File: config.mk
export PLATFORM = sky130hd
export DESIGN_NAME = pipelined_cla_adder
export DESIGN_NICKNAME = d
export VERILOG_FILES = /design/src/rtl/pipelined_cla_pkg.sv /design/src/rtl/pipelined_cla_adder_cla_slice.sv /design/src/rtl/pipelined_cla_adder.sv
export SDC_FILE = /design/constraint.sdc
export NUM_CORES = 1
export LEC_CHECK = 0
export CAP_MARGIN = 20
export CORE_MARGIN = 2
export CORE_UTILIZATION = 42
export DETAILED_ROUTE_END_ITERATION = 8
export GPL_TIMING_DRIVEN = 0
export SLEW_MARGIN = 10
export SYNTH_ARGS = -nofsm -noshare
export SYNTH_HDL_FRONTEND = slang
export SYNTH_HIERARCHICAL = 1
export SYNTH_SLANG_ARGS = --single-unit
File: constraint.sdc
create_clock -name clk -period 2.5 [get_ports clk]
set_input_delay 0.75 -clock clk [delete_from_list [all_inputs] [get_ports clk]]
set_output_delay 0.75 -clock clk [all_outputs]
set_load 0.01 [all_outputs]
File: src/rtl/pipelined_cla_pkg.sv
// Shared sizing constants, the pipeline stage record and the depth helper
// for the pipelined carry-lookahead adder.
package pipelined_cla_pkg;

    localparam int DEFAULT_SLICE_W = 4;
    localparam int MAX_WIDTH       = 64;

    // Fields are sized for the widest legal adder; narrower instances use the low bits.
    typedef struct packed {
        logic                 valid;
        logic                 carry;
        logic                 c_top;
        logic [MAX_WIDTH-1:0] sum;
        logic [MAX_WIDTH-1:0] a;
        logic [MAX_WIDTH-1:0] b;
    } stage_rec_t;

    function automatic int stages_of(input int width, input int slice_w);
        return width / slice_w;
    endfunction

endpackage

File: src/rtl/pipelined_cla_adder_cla_slice.sv
// Combinational SLICE_W-bit carry-lookahead slice; also exposes the carry
// into its top bit so the last slice can drive signed overflow.
module cla_slice
    import pipelined_cla_pkg::*;
#(
    parameter int SLICE_W = DEFAULT_SLICE_W
) (
    input  logic [SLICE_W-1:0] a,
    input  logic [SLICE_W-1:0] b,
    input  logic               ci,
    output logic [SLICE_W-1:0] s,
    output logic               co,
    output logic               c_top
);

    logic [SLICE_W-1:0] g;
    logic [SLICE_W-1:0] p;
    logic [SLICE_W:0]   c;
    logic               term;

    assign g = a & b;
    assign p = a ^ b;

    // Each carry is a flat OR of generate terms qualified by the propagates above them.
    always_comb begin
        c    = '0;
        term = 1'b0;
        c[0] = ci;
        for (int i = 0; i < SLICE_W; i++) begin
            term = ci;
            for (int m = 0; m <= i; m++) term = term & p[m];
            c[i+1] = term;
            for (int j = 0; j <= i; j++) begin
                term = g[j];
                for (int m = j + 1; m <= i; m++) term = term & p[m];
                c[i+1] = c[i+1] | term;
            end
        end
    end

    assign s     = p ^ c[SLICE_W-1:0];
    assign co    = c[SLICE_W];
    assign c_top = c[SLICE_W-1];

endmodule

File: src/rtl/pipelined_cla_adder.sv
// Pipelined CLA adder/subtractor: an operand capture register followed by one
// lookahead slice per stage, all advancing together unless the output stalls.
module pipelined_cla_adder
    import pipelined_cla_pkg::*;
#(
    parameter int WIDTH   = 16,
    parameter int SLICE_W = DEFAULT_SLICE_W
) (
    input  logic             clk,
    input  logic             rst_n,
    input  logic             in_valid,
    output logic             in_ready,
    input  logic [WIDTH-1:0] a,
    input  logic [WIDTH-1:0] b,
    input  logic             sub,
    input  logic             cin,
    output logic             out_valid,
    input  logic             out_ready,
    output logic [WIDTH-1:0] sum,
    output logic             cout,
    output logic             ovf
);

    localparam int STAGES = stages_of(WIDTH, SLICE_W);

    stage_rec_t         rec_q [STAGES+1];
    stage_rec_t         rec_d [STAGES+1];
    logic [SLICE_W-1:0] slice_s  [STAGES];
    logic               slice_co [STAGES];
    logic               slice_ct [STAGES];
    logic               stall;
    logic               unused_tail;

    assign out_valid = rec_q[STAGES].valid;
    assign stall     = out_valid && !out_ready;
    assign in_ready  = !stall;

    genvar k;
    generate
        for (k = 0; k < STAGES; k++) begin : g_slice
            cla_slice #(.SLICE_W(SLICE_W)) u_slice (
                .a     (rec_q[k].a[k*SLICE_W +: SLICE_W]),
                .b     (rec_q[k].b[k*SLICE_W +: SLICE_W]),
                .ci    (rec_q[k].carry),
                .s     (slice_s[k]),
                .co    (slice_co[k]),
                .c_top (slice_ct[k])
            );
        end
    endgenerate

    // Record 0 captures the effective operands; record k+1 is record k with slice k completed.
    always_comb begin
        rec_d[0]              = '0;
        rec_d[0].valid        = in_valid;
        rec_d[0].a[WIDTH-1:0] = a;
        rec_d[0].b[WIDTH-1:0] = sub ? ~b : b;
        rec_d[0].carry        = sub | cin;
        for (int i = 0; i < STAGES; i++) begin
            rec_d[i+1]                              = rec_q[i];
            rec_d[i+1].sum[i*SLICE_W +: SLICE_W]    = slice_s[i];
            rec_d[i+1].carry                        = slice_co[i];
            rec_d[i+1].c_top                        = slice_ct[i];
        end
    end

    always_ff @(posedge clk or negedge rst_n) begin
        if (!rst_n) begin
            for (int i = 0; i <= STAGES; i++) rec_q[i] <= '0;
        end else if (!stall) begin
            for (int i = 0; i <= STAGES; i++) rec_q[i] <= rec_d[i];
        end
    end

    assign sum  = rec_q[STAGES].sum[WIDTH-1:0];
    assign cout = rec_q[STAGES].carry;
    assign ovf  = rec_q[STAGES].carry ^ rec_q[STAGES].c_top;

    assign unused_tail = ^{rec_q[STAGES].a, rec_q[STAGES].b, rec_q[STAGES].sum};

endmodule
**Word level (Yosys, flattened, before mapping)**

Index checks and enable logic that the tools add are counted.

- $add $sub $neg: 0
- Multiply operators: 0
- Divide/modulo/power cells: 0
- Order comparisons: 0
- Equal/unequal tests: 0
- Shift-type cells: 0
- Mux-type cells: 1
- Bitwise gates (word level): 95
- Reductions and logical operators: 3

Operators by type and width:

| kind | number |
|---|---|
| bitwise OR 1 bit | 41 |
| bitwise AND 1 bit | 40 |
| bitwise XOR 4 bit | 8 |
| bitwise AND 4 bit | 4 |
| two-way mux 16 bit | 1 |
| NOT 16 bit | 1 |
| zero test 1 bit | 2 |
| logical AND 1 bit | 1 |
| bitwise XOR 1 bit | 1 |

- Register bits after elaboration: 179
- Latch bits: 0
- RAM bits: 0
- ROM bits: 0
- Input port bits: 38
- Word-level logic and storage cells: 122
- Memories: 0

**Logic depth before layout (Yosys ltp)**

Gate-level depths: netlist (run 1).

- Depth after elaboration: 9
- Depth in mapped cells: 6

**Cells and area by module**

The synthesis (run 1) kept the hierarchy.

By module, submodules not included:

| module | instances | cells each | area an instance (µm²) | sequential area each (µm²) |
|---|---|---|---|---|
| pipelined_cla_adder | 1 | 315 | 5776.8 | 3278.1 |
| cla_slice (g_slice[0].u_slice ...) | 2 | 15 | 162.7 | 0.0 |
| cla_slice (g_slice[3].u_slice) | 1 | 19 | 161.4 | 0.0 |
| cla_slice (g_slice[2].u_slice) | 1 | 15 | 146.4 | 0.0 |

**Worst setup path before layout (run 1)**

No wires, ideal clock.

- Path kind: input-to-output
- Start point: input out_ready
- End point: output in_ready
- Data arrival time: 1.113 ns
- Slack: 0.637 ns
- Cell stages on the path: 3
- Path buffers: 1
- Path through: nor2b_4 -> inv_2 -> buf_6

- Cells in the longest elaborated chain, start to end: 3

Ends and longest elaborated chain:

| item | RTL line | source |
|---|---|---|
| start, declared | pipelined_cla_adder.sv:18 | `input logic out_ready,` |
| zero test 1 bit | pipelined_cla_adder.sv:35 | `assign stall = out_valid && !out_ready;` |
| logical AND 1 bit | pipelined_cla_adder.sv:35 |  |
| zero test 1 bit | n/a |  |
| end, declared | pipelined_cla_adder.sv:12 | `output logic in_ready,` |

No other way between the ends.

**Worst setup path in the final report (run 1)**

Same ends and word-level chain as after synthesis.

==> results of run 1 <==
## through the flow
stage,setup TNS (ns),total power (W),hold slack (ns),cells,setup WS (ns)
finish,0,0.0110,0.294,657,0.154
detailed placement,-0.527,0.00844,0.497,624,-0.527
floorplan,0,0.00735,0.435,379,0.637
global route,0,0.0117,0.328,657,0.112
CTS,0,0.0112,0.305,657,0.146
global placement,-571.40,0.00829,0.493,623,-4.36
## worst min-delay path by stage
stage                from          to
3_5_place_dp   rec_d[597]  rec_d[402]
2_1_floorplan  rec_d[194]   out_valid
5_1_grt             rst_n      sum[9]
3_3_place_gp   rec_d[660]  rec_d[465]
6_report            rst_n      sum[9]
4_1_cts             rst_n      sum[9]
## cell families after synthesis
group,count (synthesis),share of synthesized area
xor+xnor,29,0.0420
mux,129,0.301
fa+ha+maj,24,0.0515
simple gates,12,0.0111
compound gates,17,0.0207
flops,131,0.511
buf+inv,37,0.0623
## routing by layer
| layer | vias up | share of wire | track usage |
|---|---|---|---|
| li1 | 1461 | - | - |
| met1 | 1491 | 0.51 | 0.194 |
| met2 | 56 | 0.45 | 0.201 |
| met3 | 12 | 0.036 | 0.0394 |
| met4 | 0 | 0.012 | 0.0537 |
| met5 | - | 0 | 0 |
## synth_stat cells, drive strengths merged
| cell type | n | area, um^2 |
|---|---|---|
| a21o | 4 | 30.0 |
| a21oi | 4 | 27.5 |
| buf | 32 | 380 |
| dfrtp | 131 | 3280 |
| fa | 4 | 80.1 |
| ha | 20 | 250 |
| inv | 5 | 18.8 |
| mux2 | 129 | 1930 |
| nand2 | 4 | 25.0 |
| nand2b | 1 | 6.26 |
| nand3b | 1 | 7.51 |
| nor2 | 5 | 18.8 |
| nor2b | 1 | 13.8 |
| o211ai | 4 | 40.0 |
| o21a | 4 | 30.0 |
| o21ai | 1 | 5.00 |
| xnor2 | 5 | 43.8 |
| xor2 | 24 | 225 |
## critical path: stages
cell	delay (ns)
dlygate4sd2_1	0.27
nor2b_4	0.15
inv_4	0.05
buf_12	0.14
clkdlybuf4s15_2	0.22
## state kept, by name (all words and copies together), names as in the netlist
| name | count |
|---|---|
| out_valid | 1 |
| rec_q | 5 |
| sum | 16 |
| cout | 1 |
| rec_d | 108 |
## cell type report
class                   instances  area (um^2)  share of cell area
multi-input cells             211         2730               0.346
well taps                     188          235              0.0298
clock buffers                  22          484              0.0613
inverters                       5         21.3             0.00269
plain buffers                  32          389              0.0493
flip-flops and latches        131         3280               0.415
clock inverters                 9          151              0.0192
repair buffers                 59          604              0.0765
## where the power goes
part	total (W)	internal (W)	switching, W
registers	0.00376	0.00311	0.000653
clock network	0.00263	0.00177	0.000869
logic	0.00463	0.00312	0.00151
total	0.0110	0.00799	0.00303
## cell usage in the layout (no fill, tap or decap), drive strengths merged, types with 4 or more instances in the layout
cell / instances
a21oi: 4
clkinv: 4
nand2: 4
bufinv: 4
fa: 4
ha: 20
nor2: 5
mux2: 129
o211ai: 4
dfrtp: 131
o21a: 4
buf: 36
clkbuf: 22
clkdlybuf4s50: 53
inv: 5
xor2: 24
a21o: 4
xnor2: 5
## timing repair
| item | in CTS | in global routing |
|---|---|---|
| setup buffers | 2 | 0 |
| setup endpoints to repair | 1 | 0 |
| resized for setup | 7 | 0 |
==> summary.txt, run 1 <==
Setup path
  – Critical Path AT: between 1.5 and 2 ns
  – Critical path endpoint: in_ready
  – Crit path launch: out_ready
  – Worst-case reg-to-reg path depth: 6
  – R2R Path Start: rec_d[458]
  – RR Endpoint: rec_q[583]
  – Setup crit end kind: primary output
  – Kind of critical path: in -> out
  – Worst Setup Start Kind: primary input
  – Req. time, crit path: 1.75 ns
  – Max FO, Critical Path: 10
  – FF-to-FF setup slack: 0.69 ns

CTS
  – Clock buffer depth: 2
  – Clock Tree Root: clkbuf_16
  – Hold Buf Count CTS: 0
  – H-tree depth: 4
  – Total CTS buffers: 17
  – Clock sink count: 131
  – Worst-path clk slew: 0.06 ns
  – Later-pin clock latency in the skew report: 0.41 ns
  – CTS tree: built

Synth
  – Total number of yosys warnings: 6
  – Synth cell types: 25
  – Syn Std Cell Area: 0.00641 mm^2
  – Syn_nets: 441
  – Syn Area/Cell: 16.9 um^2
  – Synth Register Bits: 131
  – Sequential area share after synthesis: 0.511
  – Cell count after synthesis: 379

GRT
  – Vias in the first global route: 3178
  – Largest net degree at the start of global routing: 76
  – GR Overflow Total: 0
  – GRT Overall Usage: 0.137
  – Initial antenna violation count: 0
  – Global-route wire length before repair: ~17000 um

STA
  – Max-Slew Margin vs Limit: 0.655
  – Worst-margin pin slew: approximately 0.52 ns
  – Fin crit share: 0.939
  – Min Tclk post-route: ~2.3 ns
  – Achievable frequency: 426 MHz
  – Final Hold Viols: 0
  – Final setup fails: 0
  – Final Skew: 0.00587 ns
  – Count of pins over their slew limit: 0
  – RSZ-0062 raised after global routing: false

Floorplan
  – Die height: 128 um
  – Core footprint: about 0.015 mm^2
  – FP Rows: 45
  – Die extent in x: 128 um
  – Die area: roughly 0.016 mm^2
  – Initial Util: 0.426
  – I/O pin cnt: 58

Pwr
  – Pwr/cell area: 1400 mW/mm^2
  – Pleak: 3.74 nW
  – VDD IR-drop max: about 0.56 mV

Layout
  – Area growth from synthesis to layout: 23.2%
  – Fin util: 0.525
  – NumNets Final: 519
  – Layout cells sized above 1: 0.443
  – Final instance area: 0.00790 mm^2
  – Layout fillers: 1239
  – Inserted Diodes: 0

Status
  – Status: complete, no violations

Detailed routing
  – Drt drc: 0
  – Final wirelength: 10100 um
  – DRT Pass-1 Iters: 4
  – Initial DRC count: 110
  – Post-DR vias/cell: 4.60
  – Post-DRT Antenna Nets: 0
  – Via count: 3020
  – Routed len/inst: 15.4 um

Placed design
  – Placed cell areas: 0.00723 mm^2
  – Gpl congestion: 0.744
  – Port Buffers: 56
  – Dpl hpwl: ~7200 um

Worst hold path
  – Hold Path Class: in -> async

Flow run
  – Max Cap Viol: 0
Power figures use the tool's default switching activity.
==> inputs of run 2 (changes only) <==
- CTS_BUF_LIST: not set -> sky130_fd_sc_hd__clkbuf_16
==> run 2 against run 1 <==
Against the previous run:
- flip-flop and latch count unchanged
- critical path type unchanged
- setup slack better by 0.0017 ns
- clock-buffer cell count down 5
- combinational power about the same
- utilization down 0.27 points
- final cell count unchanged
- clock skew down 0.0010 ns
- highest routed layer unchanged
- first-iteration DRC count down 11%
- via count down 0.60%
- non-clock buffer count unchanged
- fmax about the same
==> summary.txt, run 2 (synthesis results as in run 1) <==
Status
  – Status: complete, no violations

Setup path
  – R2R Path Start: rec_d[458]
  – Setup crit end kind: primary output
  – Req. time, crit path: about 1.8 ns
  – Critical Path AT: 1.59 ns
  – FF-to-FF setup slack: 0.69 ns
  – Worst-case reg-to-reg path depth: 6
  – Kind of critical path: in -> out
  – RR Endpoint: rec_q[583]
  – Worst Setup Start Kind: primary input
  – Max FO, Critical Path: 10

Detailed routing
  – Via count: 3002
  – Drt drc: 0
  – Final wirelength: roughly 10000 um
  – DRT Pass-1 Iters: 4
  – Initial DRC count: 98
  – Post-DRT Antenna Nets: 0
  – Post-DR vias/cell: 4.57
  – Routed len/inst: 15.3 um

CTS
  – Worst-path clk slew: 0.05 ns
  – Total CTS buffers: 17
  – Clock Tree Root: clkbuf_16
  – H-tree depth: 4
  – CTS tree: built
  – Clock buffer depth: 2
  – Hold Buf Count CTS: 0
  – Later-pin clock latency in the skew report: 0.41 ns
  – Clock sink count: 131

Pwr
  – Pleak: ~3.7 nW
  – Flop pwr share: 0.345
  – Total power: 0.0109 W
  – Comb pwr share: 0.425
  – Psw: 0.00302 W
  – Pwr/cell area: 1390 mW/mm^2
  – Clk pwr share: 0.230
  – VDD IR-drop max: 0.561 mV
  – Net Sw Frac: 0.277
  – Internal: 0.00787 W

STA
  – Fin Setup TNS: 0 ns
  – Final setup fails: 0
  – Max-Slew Margin vs Limit: 0.654
  – Achievable frequency: 427 MHz
  – Count of pins over their slew limit: 0
  – Final Skew: 0.00485 ns
  – Min Tclk post-route: 2.34 ns
  – Final WS setup: 0.155 ns
  – Worst-margin pin slew: 0.519 ns
  – RSZ-0062 raised after global routing: false
  – Final Hold Viols: 0
  – Fin crit share: 0.938

Floorplan
  – Die area: between 0.015 and 0.02 mm^2
  – Initial Util: 0.426
  – I/O pin cnt: 58
  – FP Rows: 45
  – Die extent in x: 128 um
  – Core footprint: 0.0150 mm^2
  – Die height: 128 um

Layout
  – Layout cells sized above 1: 0.435
  – Inserted Diodes: 0
  – Post-route insts no fill: 657
  – Area growth from synthesis to layout: 22.6%
  – NumNets Final: 519
  – Fin util: 0.523
  – Number of flip-flops in the largest register: 108
  – Commonest non-fill, non-tap cells in the layout: dfrtp_1, mux2_4, clkdlybuf4s50_1, xor2_1
  – Commonest non-fill, non-tap cell in the layout: dfrtp_1
  – Layout fillers: 1241

Flow run
  – Max Cap Viol: 0

GRT
  – Global-route wire length before repair: 17100 um
  – Initial antenna violation count: 0
  – Largest net degree at the start of global routing: 76
  – Vias in the first global route: 3161
  – GRT Overall Usage: 0.137
  – GR Overflow Total: 0

Placed design
  – Gpl congestion: 0.744
  – Placed Cells incl. Taps: 624
  – Dpl hpwl: between 7000 and 8000 um
  – Port Buffers: 56
  – Worst slack, placed: -0.527 ns

Worst hold path
  – Hold Path Class: in -> async
==> run 2: power by group through the flow <==
stage,Sequential [W],Clock (W),Combinational (W)
6_report,0.00376,0.00250,0.00462
3_5_place_dp,0.00381,0,0.00463
2_1_floorplan,0.00356,0,0.00379
4_1_cts,0.00378,0.00256,0.00470
3_3_place_gp,0.00378,0,0.00452
5_1_grt,0.00391,0.00266,0.00500
==> run 2: worst max path at each step <==
stage	from	end	slack [ns]	cells past startpoint
3_3_place_gp	rst_n	rec_d[586]	-4.36	1
2_1_floorplan	out_ready	in_ready	0.64	3
6_report	out_ready	in_ready	0.16	5
4_1_cts	out_ready	in_ready	0.15	5
5_1_grt	out_ready	in_ready	0.11	5
3_5_place_dp	out_ready	in_ready	-0.53	5
==> run 2: area by class of cell <==
cell class                 instances  area [um^2]  area share
sequential                       131         3280       0.417
clock buffer                      17          425      0.0541
multi-input combinational        211         2730       0.348
inverter                           5         21.3     0.00271
buffer                            32          389      0.0495
tap                              188          235      0.0299
clock inverter                    14          170      0.0217
timing repair buffer              59          604      0.0769
==> run 2: metrics by stage <==
step	area (um^2)	hold slack (ns)
after global routing	7860	0.330
final	7860	0.294
after detailed placement	7230	0.497
after global placement	7210	0.493
after CTS	7860	0.304
after floorplan	6410	0.435
==> run 2: layer usage <==
| layer | GRT usage | share of wire |
|---|---|---|
| met2 | 0.199 | 0.44 |
| met5 | 0 | 0 |
| met3 | 0.0419 | 0.035 |
| met4 | 0.0517 | 0.014 |
| met1 | 0.194 | 0.51 |
==> run 2: timing repair <==
item	CTS	global route
setup endpoints to repair	1	0
setup buffers	2	0
gates resized for setup	7	0
==> run 2: worst max-delay path: stages <==
cell             delay (ns)
dlygate4sd2_1          0.27
nor2b_4                0.15
inv_4                  0.05
buf_12                 0.14
clkdlybuf4s15_2        0.22
==> variant (flow settings as in run 1) <==
`DEFAULT_SLICE_W`: 4 -> 8.
--- a/src/rtl/pipelined_cla_pkg.sv
+++ b/src/rtl/pipelined_cla_pkg.sv
@@ -2,7 +2,7 @@
 // for the pipelined carry-lookahead adder.
 package pipelined_cla_pkg;
 
-    localparam int DEFAULT_SLICE_W = 4;
+    localparam int DEFAULT_SLICE_W = 8;
     localparam int MAX_WIDTH       = 64;
 
     // Fields are sized for the widest legal adder; narrower instances use the low bits.
Formal check against the unedited RTL: not equivalent (a bounded check fails within 4 cycles, from zero or initial values and one cycle with rst_n low).
==> variant against run 1 <==
Final area down 37%; via count down 25%; total power down 51%; sequential cell count down 52; count of clock-buffer cells in the layout down 11; clock skew up 0.0044 ns; first-iteration DRC count down 56%; worst setup slack better by 0.14 ns; area after synthesis down 38%; wire length down 32%; sequential power down 48%; largest cell class unchanged.
==> variant: results (changes against run 1) <==
Syn Nets: 341 (-23%)
startpoint of the most critical setup path: rec_q[192]
fillcell total: 806 (-35%)
final weighted congestion in routability-driven placement: 0.7240 (-2.7%)
IR drop worst, VDD: 0.4359 mV (-22%)
clock edge transition at the registers on the reported setup and hold paths: 0.08 ns (+0.02 ns)
TritonCTS buffer count: 9 (-8)
Final HPWL DP: 4972 microns (-31%)
maximum number of pins on one net before global-route repair: 53 (-30%)
# H-tree levels: 3 (-1)
met3 Resource Use GR: 0.02622 (-0.01314)
Worst Reg-to-Reg Cells: 7 (+1)
worst reg2reg setup slack: 0.31 ns (-0.38 ns)
number of nets in the layout: 410 (-21%)
slowest CP cell: clkdlybuf4s50_1
DRC marker count from the first detailed-route iteration: 48 (-56%)
sum of routed wire length over all layers: 6874 microns (-32%)
clock latency on the worst-skew pair: 0.34 ns (-0.07 ns)
first-pass GRT wire length: 11580 microns (-32%)
placement-stage cell area: 4696 sq um (-35%)
GR Util All Layers: 0.1479 (+0.01051)
FF-to-FF Start: rec_d[72]
capture instance of the worst register-to-register path: sum[14]
share of post-route cells with drive strength above 1: 0.3725 (-0.07095)
number of global-route vias before repair: 2364 (-26%)
met2 layer usage reported by global route: 0.2354 (+0.03466)
CP arrival: 1.46 ns (-0.14 ns)
root cell of the clock tree: clkbuf_8
leakage power: 2.203 nW (-41%)
met1 routing resource usage after global routing: 0.1979 (+0.003943)
number of flip-flops under the largest register name: 58 (-46%)
CP peak stage delay: 0.55 ns (+0.28 ns)
result of the run: finished, final reports clean
Slew HR: 0.7445 (+0.08981)
[variant: worst max-delay path by stage]
stage                     endpoint  cells after the start
after floorplan            sum[14]                      7
after global placement     sum[11]                      1
after detailed placement  in_ready                      6
after CTS                 in_ready                      5
after global routing       sum[14]                      7
final                          ovf                      2
[variant: area by class of cell]
cell class | instances | share of cell area
inverter | 7 | 0.008601
timing repair buffer | 59 | 0.1222
clock buffer | 11 | 0.03061
buffer | 25 | 0.03946
sequential | 79 | 0.3997
clock inverter | 5 | 0.01619
tap | 111 | 0.02808
multi-input combinational | 171 | 0.3552
[variant: stage by stage]
stage	total power, mW	setup WS [ns]	util	hold WS, ns	instances
final	5.445	0.2924	0.5378	0.3263	468
after global routing	5.849	0.2124	0.5378	0.3363	468
after CTS	5.527	0.03647	0.5376	0.3200	468
after detailed placement	4.422	-0.5782	0.5106	0.4450	451
after global placement	4.355	-2.185	0.5079	0.4385	450
after floorplan	3.686	0.3916	-	0.4285	283
[variant: critical path: cells and delay by family, from the launching register on]
kind	cells	cell delay (ns)
xor gates and xnor gates	1	0.16
buffers and inverters	1	0.55
DFF	1	0.40
[variant: repair_timing]
item	4_1_cts	5_1_grt
gates resized for setup	6	1
endpoints found under the setup margin	1	1
setup buffers	2	0
endpoints found under the hold margin	0	0
[variant: per-layer routing]
layer	vias to the layer above	wire, microns
li1	1103	-
met1	1124	3301
met2	36	3218
met3	11	195
met4	0	159
met5	-	0
[variant: power breakdown]
part	switching [mW]	internal, mW	leakage, nW
clock network	0.460	0.615	0.112
registers	0.241	1.73	0.917
logic	0.932	1.47	1.17
